[src/rtl/instruction_fetch.sv]
// rtl/instruction_fetch.sv - instruction fetch stage with credit-limited memory requests and output FIFO
//
// Purpose: issues instruction-memory requests at the current PC, tags each
// accepted request with its address, and buffers returned words for decode.
// A redirect (Flush) empties the buffers and discards responses still in flight.
// A misaligned PC halts fetch until the next redirect.
//
// Ports:
//   Clk_Core, Rst_Core           clock, synchronous active-high reset
//   Program_Count, PC_Advance    PC from the PC stage / advance pulse back to it
//   Flush                        redirect; Program_Count carries the target
//   Imem_Req_*                   request channel (valid/ready, address)
//   Imem_Rsp_*                   in-order response channel (valid, data)
//   Inst_*                       decode channel (valid/ready, data, PC)
//   Fetch_Fault                  high while halted on a misaligned fetch
module instruction_fetch #(
  parameter int DWIDTH = 32,
  parameter int DEPTH  = 2
) (
  input  logic              Clk_Core,
  input  logic              Rst_Core,
  input  logic [DWIDTH-1:0] Program_Count,
  output logic              PC_Advance,
  input  logic              Flush,
  output logic              Imem_Req_Valid,
  input  logic              Imem_Req_Ready,
  output logic [DWIDTH-1:0] Imem_Req_Addr,
  input  logic              Imem_Rsp_Valid,
  input  logic [DWIDTH-1:0] Imem_Rsp_Data,
  output logic              Inst_Valid,
  input  logic              Inst_Ready,
  output logic [DWIDTH-1:0] Inst_Data,
  output logic [DWIDTH-1:0] Inst_PC,
  output logic              Fetch_Fault
);

  localparam int CW = $clog2(DEPTH + 1);
  localparam int PW = (DEPTH > 1) ? $clog2(DEPTH) : 1;

  typedef enum logic [1:0] {S_IDLE, S_RUN, S_HALT} state_t;

  state_t            state_q, state_d;
  logic [CW-1:0]     out_cnt_q, out_cnt_d;
  logic [CW-1:0]     disc_cnt_q, disc_cnt_d;
  logic [CW-1:0]     fifo_cnt_q, fifo_cnt_d;
  logic [DWIDTH-1:0] tag_mem_q [DEPTH];
  logic [PW-1:0]     tag_wr_q, tag_rd_q;
  logic [DWIDTH-1:0] fifo_pc_q [DEPTH];
  logic [DWIDTH-1:0] fifo_data_q [DEPTH];
  logic [PW-1:0]     fifo_wr_q, fifo_rd_q;

  logic          misaligned, room, req_valid, req_fire;
  logic          rsp_fire, rsp_keep, inst_valid, fifo_pop;
  logic [CW:0]   credit_sum;

  function automatic logic [PW-1:0] ptr_inc(input logic [PW-1:0] p);
    return (p == PW'(DEPTH - 1)) ? '0 : p + PW'(1);
  endfunction

  always_comb begin
    misaligned = Program_Count[1:0] != 2'b00;
    inst_valid = (fifo_cnt_q != '0) && !Flush && !Rst_Core;
    fifo_pop   = inst_valid && Inst_Ready;
    // A word leaving the FIFO this cycle frees its slot for a new request,
    // which keeps back-to-back streaming at one instruction per cycle.
    credit_sum = {1'b0, out_cnt_q} + {1'b0, fifo_cnt_q} - {{CW{1'b0}}, fifo_pop};
    room       = credit_sum < (CW + 1)'(DEPTH);
    req_valid  = (state_q == S_RUN) && !Flush && !misaligned && room && !Rst_Core;
    req_fire   = req_valid && Imem_Req_Ready;
    // Responses with nothing outstanding (e.g. just after reset) are ignored.
    rsp_fire   = Imem_Rsp_Valid && (out_cnt_q != '0);
    rsp_keep   = rsp_fire && !Flush && (disc_cnt_q == '0);
  end

  always_comb begin
    state_d = state_q;
    case (state_q)
      S_IDLE:  state_d = S_RUN;
      S_RUN:   if (!Flush && misaligned && room) state_d = S_HALT;
      S_HALT:  if (Flush) state_d = S_RUN;
      default: state_d = S_IDLE;
    endcase
  end

  always_comb begin
    out_cnt_d  = out_cnt_q + CW'(req_fire) - CW'(rsp_fire);
    disc_cnt_d = disc_cnt_q;
    fifo_cnt_d = fifo_cnt_q + CW'(rsp_keep) - CW'(fifo_pop);
    if (Flush) begin
      // Everything still in flight becomes a discard, except a response
      // that is being dropped right now.
      disc_cnt_d = out_cnt_q - CW'(rsp_fire);
      fifo_cnt_d = '0;
    end else if (rsp_fire && (disc_cnt_q != '0)) begin
      disc_cnt_d = disc_cnt_q - CW'(1);
    end
  end

  always_ff @(posedge Clk_Core) begin
    if (Rst_Core) begin
      state_q    <= S_IDLE;
      out_cnt_q  <= '0;
      disc_cnt_q <= '0;
      fifo_cnt_q <= '0;
      tag_wr_q   <= '0;
      tag_rd_q   <= '0;
      fifo_wr_q  <= '0;
      fifo_rd_q  <= '0;
      for (int i = 0; i < DEPTH; i++) begin
        tag_mem_q[i]   <= '0;
        fifo_pc_q[i]   <= '0;
        fifo_data_q[i] <= '0;
      end
    end else begin
      state_q    <= state_d;
      out_cnt_q  <= out_cnt_d;
      disc_cnt_q <= disc_cnt_d;
      fifo_cnt_q <= fifo_cnt_d;
      if (Flush) begin
        tag_wr_q  <= '0;
        tag_rd_q  <= '0;
        fifo_wr_q <= '0;
        fifo_rd_q <= '0;
      end else begin
        if (req_fire) begin
          tag_mem_q[tag_wr_q] <= Program_Count;
          tag_wr_q            <= ptr_inc(tag_wr_q);
        end
        if (rsp_keep) begin
          tag_rd_q               <= ptr_inc(tag_rd_q);
          fifo_pc_q[fifo_wr_q]   <= tag_mem_q[tag_rd_q];
          fifo_data_q[fifo_wr_q] <= Imem_Rsp_Data;
          fifo_wr_q              <= ptr_inc(fifo_wr_q);
        end
        if (fifo_pop) begin
          fifo_rd_q <= ptr_inc(fifo_rd_q);
        end
      end
    end
  end

  assign Imem_Req_Valid = req_valid;
  assign Imem_Req_Addr  = Program_Count;
  assign PC_Advance     = req_fire;
  assign Inst_Valid     = inst_valid;
  assign Inst_Data      = Rst_Core ? '0 : fifo_data_q[fifo_rd_q];
  assign Inst_PC        = Rst_Core ? '0 : fifo_pc_q[fifo_rd_q];
  assign Fetch_Fault    = (state_q == S_HALT) && !Rst_Core;

endmodule

[config.mk]
export PLATFORM = sky130hd
export DESIGN_NAME = instruction_fetch
export DESIGN_NICKNAME = d
export VERILOG_FILES = /design/src/rtl/instruction_fetch.sv
export SDC_FILE = /design/constraint.sdc
export NUM_CORES = 1
export LEC_CHECK = 0
export CORE_UTILIZATION = 25
export DETAILED_ROUTE_END_ITERATION = 8
export HOLD_SLACK_MARGIN = 0.08
export PLACE_DENSITY = 0.53
export SLEW_MARGIN = 5
export SYNTH_ARGS = -nofsm -noshare
export SYNTH_HDL_FRONTEND = slang
export SYNTH_SLANG_ARGS = --single-unit
[constraint.sdc]
create_clock -name Clk_Core -period 5.95 [get_ports Clk_Core]
set_input_delay 0.595 -clock Clk_Core [delete_from_list [all_inputs] [get_ports Clk_Core]]
set_output_delay 0.595 -clock Clk_Core [all_outputs]
set_load 0.01 [all_outputs]
# After elaboration in Yosys (flattened, before gate mapping)
# Memory sizes are Yosys's and may differ from the RTL's. A register that Yosys moved wholly into a read port is not among the register bits.
# Index checks and enable logic that the tools add are counted.
[classes]
add_sub_neg = 12
n_lt_le_gt_ge = 1
n_eq_ne = 4
muxes = 36
reduce_logical = 30
[ops]
columns = ["cell", "count"]
rows = [
  ["32-bit 2-to-1 mux", 5],
  ["32-bit OR reduction", 3],
  ["1-bit 2-to-1 mux", 26],
  ["1-bit logical AND", 15],
  ["2-bit nonzero test", 5],
  ["2-bit 2-to-1 mux", 4],
  ["2-bit one-hot mux with 3 select lines", 1],
  ["2-bit by 1-bit subtractor with 2-bit output", 3],
  ["1-bit adder (second input constant)", 4],
  ["2-bit by 1-bit adder with 2-bit output", 2],
  ["2-bit zero test", 2],
  ["2-bit by 2-bit adder with 3-bit output", 1],
  ["1-bit zero test", 3],
  ["3-bit by 2-bit < comparator with 1-bit output (second input constant)", 1],
  ["3-bit by 1-bit subtractor with 3-bit output", 1],
  ["2-bit by 1-bit equality test with 1-bit output (second input constant)", 1],
  ["2-bit equality test (second input constant)", 1],
  ["2-bit by 1-bit != test with 1-bit output (second input constant)", 1],
  ["2-bit != test (second input constant)", 1],
  ["2-bit AND reduction", 1],
  ["2-bit OR reduction", 1],
  ["2-bit by 1-bit subtractor with 2-bit output (second input constant)", 1],
]
[totals]
reg_bits = 12
ram_bits = 192
output_inout_bits = 100
elab_cells = 94
mem_count = 3
[memory_table]
columns = ["memory", "depth", "width", "read_ports", "rd_ports_with_merged_regs", "wr", "line", "text"]
rows = [
  ["fifo_data_q", 2, 32, 1, 1, 2, "49", "logic [DWIDTH-1:0] fifo_data_q [DEPTH];"],
  ["fifo_pc_q", 2, 32, 1, 1, 2, "48", "logic [DWIDTH-1:0] fifo_pc_q [DEPTH];"],
  ["tag_mem_q", 2, 32, 1, 1, 2, "46", "logic [DWIDTH-1:0] tag_mem_q [DEPTH];"],
]

# Logic depth before layout (Yosys ltp)
[depth]
ltp_word = 15
ltp_mapped = 12
ltp_nobuf = 10

# Worst setup path after synthesis
# OpenSTA, ideal clock, no wires.
[synth_path]
path_kind = "input port to flip-flop"
from = "input Imem_Rsp_Valid"
to = "memory fifo_data_q[0][0], enable pin"
setup_time_ps = 499
arrival_time_ps = 3920
required_time_ps = 5451
path_slack_ps = 1530
stages = 3
path_cell_list = "o211a_1 -> nand2b_1 -> o21bai_1"
[synth_lines]
columns = ["element", "line", "text"]
rows = [
  ["start: declaration", "28", "input logic Imem_Rsp_Valid,"],
  ["end: declaration", "49", ""],
]

# Final worst setup path
[layout_path]
from = "input Flush"
to = "output PC_Advance"
[layout_via]
elab_chain_len = 9
elab_cells_between_ends = 11
cone_classes = "add/sub: 1; order compare: 1; reduce/logical: 9"
[layout_rtl]
columns = ["element", "line", "text"]
rows = [
  ["start: declaration", "24", "input logic Flush,"],
  ["1-bit zero test", "62", "inst_valid = (fifo_cnt_q != '0) && !Flush && !Rst_Core;"],
  ["1-bit logical AND (2 in a row)", "62", ""],
  ["1-bit logical AND", "63", "fifo_pop = inst_valid && Inst_Ready;"],
  ["named net fifo_pop", "53", "logic rsp_fire, rsp_keep, inst_valid, fifo_pop;"],
  ["3-bit by 1-bit subtractor with 3-bit output", "66", "credit_sum = {1'b0, out_cnt_q} + {1'b0, fifo_cnt_q} - {{CW{1'b0}}, fifo_pop};"],
  ["3-bit by 2-bit < comparator with 1-bit output", "67", "room = credit_sum < (CW + 1)'(DEPTH);"],
  ["1-bit logical AND (2 in a row)", "68", "req_valid = (state_q == S_RUN) && !Flush && !misaligned && room && !Rst_Core;"],
  ["1-bit logical AND", "69", "req_fire = req_valid && Imem_Req_Ready;"],
  ["end: declaration", "23", "output logic PC_Advance,"],
]
# The timed path passes the listed nets, and every way through them passes these cells.

==> results_dict.tcl <==
set metrics [dict create \
    final_common_cell "edfxtp_1" \
    synth-edff-count 192 \
    peakVddDrop_v 0.000193 \
    min_to "disc_cnt_q[1]$_SDFFE_PP0P_" \
    ant_nets 0 \
    end_kind "output port" \
    fin_skew_ns 0.0217 \
    die_width_um 195 \
    cts-root-buf "clkbuf_16" \
    fin_setup_tns_ns 0 \
    post_cts_buffers 0 \
    cp_common_cell "clkdlybuf4s50_1" \
    final_max_slew_viol_count 0 \
    post-route-min-period_ns 4.87 \
    cell_internal_pwr_mw 2.71 \
    io_pins 170 \
    dp_hpwl_mm 12.5 \
    reg2reg_depth 8 \
    syn_inst 714 \
    crit_fanout 13 \
    p_sw_mw 0.936 \
    drt_iter0_markers 243 \
    grt_first_pass_wirelength_mm 33.3 \
    max_stage_delay_ns 0.80 \
    r2r_setup_slack_ns 2.35 \
    cap_violations 0 \
    min_from "disc_cnt_q[1]$_SDFFE_PP0P_" \
    async_flop_share_pct 0 \
    ys_warn_count 0 \
    leakage_nw 4.18 \
    rsz0062_at_grt "false" \
    firstDrtPassIters 4 \
    routed_wl_mm 22.0 \
    crit_chain "clkdlybuf4s50_1 -> or2_1 -> nor2_1 -> ha_1 -> nand2b_1 -> fa_1 -> nand3b_1 -> nor4_1 -> clkdlybuf4s50_1" \
    critical_path_arrival_ns 4.27 \
    hp-class "reg2reg" \
    swShare_pct 25.7 \
    pwr-share-seq_pct 48.1 \
    grt_pass1_vias 5802 \
    globalplace.congestion 0.735 \
    nets 924 \
    cts_max_level 1 \
    yosysTopAreaCell "edfxtp_1" \
    fill_cells 3676 \
    cts_resized 0 \
    clkPwrFrac_pct 37.6 \
    ys_top_cells_by_area "edfxtp_1 (62%), mux2i_1 (10%), and2_1 (6.2%)" \
    track_usage_pct 11.4 \
    holdPathStages 2 \
    rr_startpoint "fifo_cnt_q[0]$_SDFF_PP0_" \
    start_util_pct 25.4 \
    core_um2 36600 \
    worstMarginPinSlew_ns 1.13 \
    via_count 5591 \
    cp_slowest_cell "clkdlybuf4s50_1" \
    crit_required_ns 5.36 \
    maxSlewHeadroom_pct 24.9 \
    finalCritPeriodShare_pct 81.8 \
    die_area_um2 38000 \
    die_h_um 195 \
    via_per_inst 4.21 \
    startpoint_type "primary input" \
    avgSynthCellArea_um2 13.0 \
    p_per_area_nw_per_um2 305 \
    status "finished clean" \
    syn-cell-area_um2 9310 \
    drc 0 \
    multi_input_area_um2 2810 \
    antenna_found_initial 0 \
    grt_max_degree 79 \
    worstReg2RegEnd "tag_mem_q[0][20]$_SDFFCE_PN0P_" \
    portBuffers 169 \
    rows 70 \
    wl_per_cell_um 16.5 \
    fmax_mhz 206 \
    post-route-util_pct 32.7 \
    cts_made_buffers 24 \
    synth_sequential_area_ratio_pct 64.9 \
    grt-ovfl-total 0 \
    setup_violations 0 \
    cts_tree "built" \
    clk_latency_ns 0.54 \
    yosysUniqueCellTypes 38 \
    combinationalPowerShare_pct 14.3 \
    cts.sinks 206 \
    synth_seq_cells 206 \
    final_cell_mix "edfxtp_1 (192), clkdlybuf4s50_1 (168), nor2_1 (138)" \
    cts_hold_buffers 0 \
    hold_violations 0 \
    area_growth_pct 28.6 \
    clk_pin_slew_ns 0.05 \
    drive_above_1_share_pct 6.40 \
    crit_type "in2out" \
    diodes 0 \
    regArea_um2 6050 \
    synth_ff_type "edfxtp_1" \
    clockBufferDepth 3 \
    synth_top_cell_area_share_pct 61.9 \
]
synthesized netlist by cell type (2+ instances only):
library cell  number
o211ai_1           3
nand2_1            5
a21oi_1            3
xnor2_1            5
nor4_4             2
nand3b_1           2
nor3b_1            2
ha_1               7
and3_1            32
edfxtp_1         192
clkbuf_1          27
or3_1              4
mux2i_1           97
xor2_1             2
buf_2             10
dfxtp_1           14
buf_6              6
a21o_1             2
o21ai_0            4
nor3_1             4
nand2b_1           5
nor2_1           138
buf_4             32
and2_1            93
inv_1             10
per-stage QoR:
stage          power [mW]  setup WS [ns]  hold WS (ns)  area (µm²)  instances
2_1_floorplan        2.08           1.53         0.462        9320        717
3_3_place_gp         2.31           1.11         0.482       11200       1288
3_5_place_dp         2.32           1.03         0.492       11200       1288
4_1_cts              3.70           1.07         0.499       12000       1328
5_1_grt              3.80          0.909         0.546       12000       1328
6_report             3.65           1.08         0.502       12000       1328
logic make-up after synthesis:
group                    count (synthesis)  share of synthesized area (%)
flip-flops                             206                           64.9
adder cells (fa/ha/maj)                  8                           1.16
multiplexers                            97                           10.4
XOR/XNOR                                 7                          0.659
AO/OA/AOI/OAI                           16                           1.13
buffers and inverters                   85                           5.34
AND/OR/NAND/NOR                        294                           16.3
other                                    1                         0.0403
worst max path at each step:
| stage | startpoint | slack, ns | end | cells after the start |
|---|---|---|---|---|
| global placement | Flush | 1.11 | tag_mem_q[0][26]$_SDFFCE_PN0P_ | 9 |
| CTS | Flush | 1.07 | PC_Advance | 9 |
| floorplan | Imem_Rsp_Valid | 1.53 | fifo_data_q[0][0]$_SDFFCE_PN0P_ | 3 |
| finish | Flush | 1.08 | PC_Advance | 9 |
| detailed placement | Flush | 1.03 | tag_mem_q[0][29]$_SDFFCE_PN0P_ | 9 |
| global route | Flush | 0.91 | PC_Advance | 9 |
layer usage:
| metal | share of wire [%] | vias to the layer above | wire length (µm) | global-route usage (%) |
|---|---|---|---|---|
| met5 | 0 | - | 0 | 0 |
| met4 | 2.6 | 0 | 562 | 3.35 |
| met3 | 4.2 | 31 | 915 | 1.95 |
| met2 | 49 | 159 | 10800 | 20.3 |
| met1 | 44 | 2680 | 9710 | 14.2 |
| li1 | - | 2721 | - | - |
flip-flops by register name (all words and copies together) (netlist names), named ones only:
register     cells
fifo_data_q     64
state_q          2
fifo_wr_q        1
out_cnt_q        2
fifo_pc_q       64
tag_mem_q       64
fifo_cnt_q       2
tag_wr_q         1
tag_rd_q         1
disc_cnt_q       2
fifo_rd_q        1
worst max-delay path, delay by kind of cell:
family                   cells  cell delay (ns)
adder cells (fa/ha/maj)      2             0.82
buffers and inverters        2             1.42
AND/OR/NAND/NOR              5             1.43
power by group through the flow:
| stage | sequential, mW | clock, mW | combinational [mW] |
|---|---|---|---|
| 6_report | 1.75 | 1.37 | 0.520 |
| 5_1_grt | 1.77 | 1.46 | 0.574 |
| 4_1_cts | 1.76 | 1.41 | 0.534 |
| 3_5_place_dp | 1.79 | 0 | 0.530 |
| 3_3_place_gp | 1.78 | 0 | 0.531 |
| 2_1_floorplan | 1.76 | 0 | 0.318 |
cell type report:
| class | instances | area share, % |
|---|---|---|
| flip-flops and latches | 206 | 50.5 |
| inverters | 10 | 0.314 |
| well taps | 468 | 4.89 |
| clock buffers | 29 | 5.17 |
| repair buffers | 178 | 14.7 |
| clock inverters | 11 | 0.899 |
| multi-input cells | 426 | 23.5 |
(Power assumes the default switching activity.)
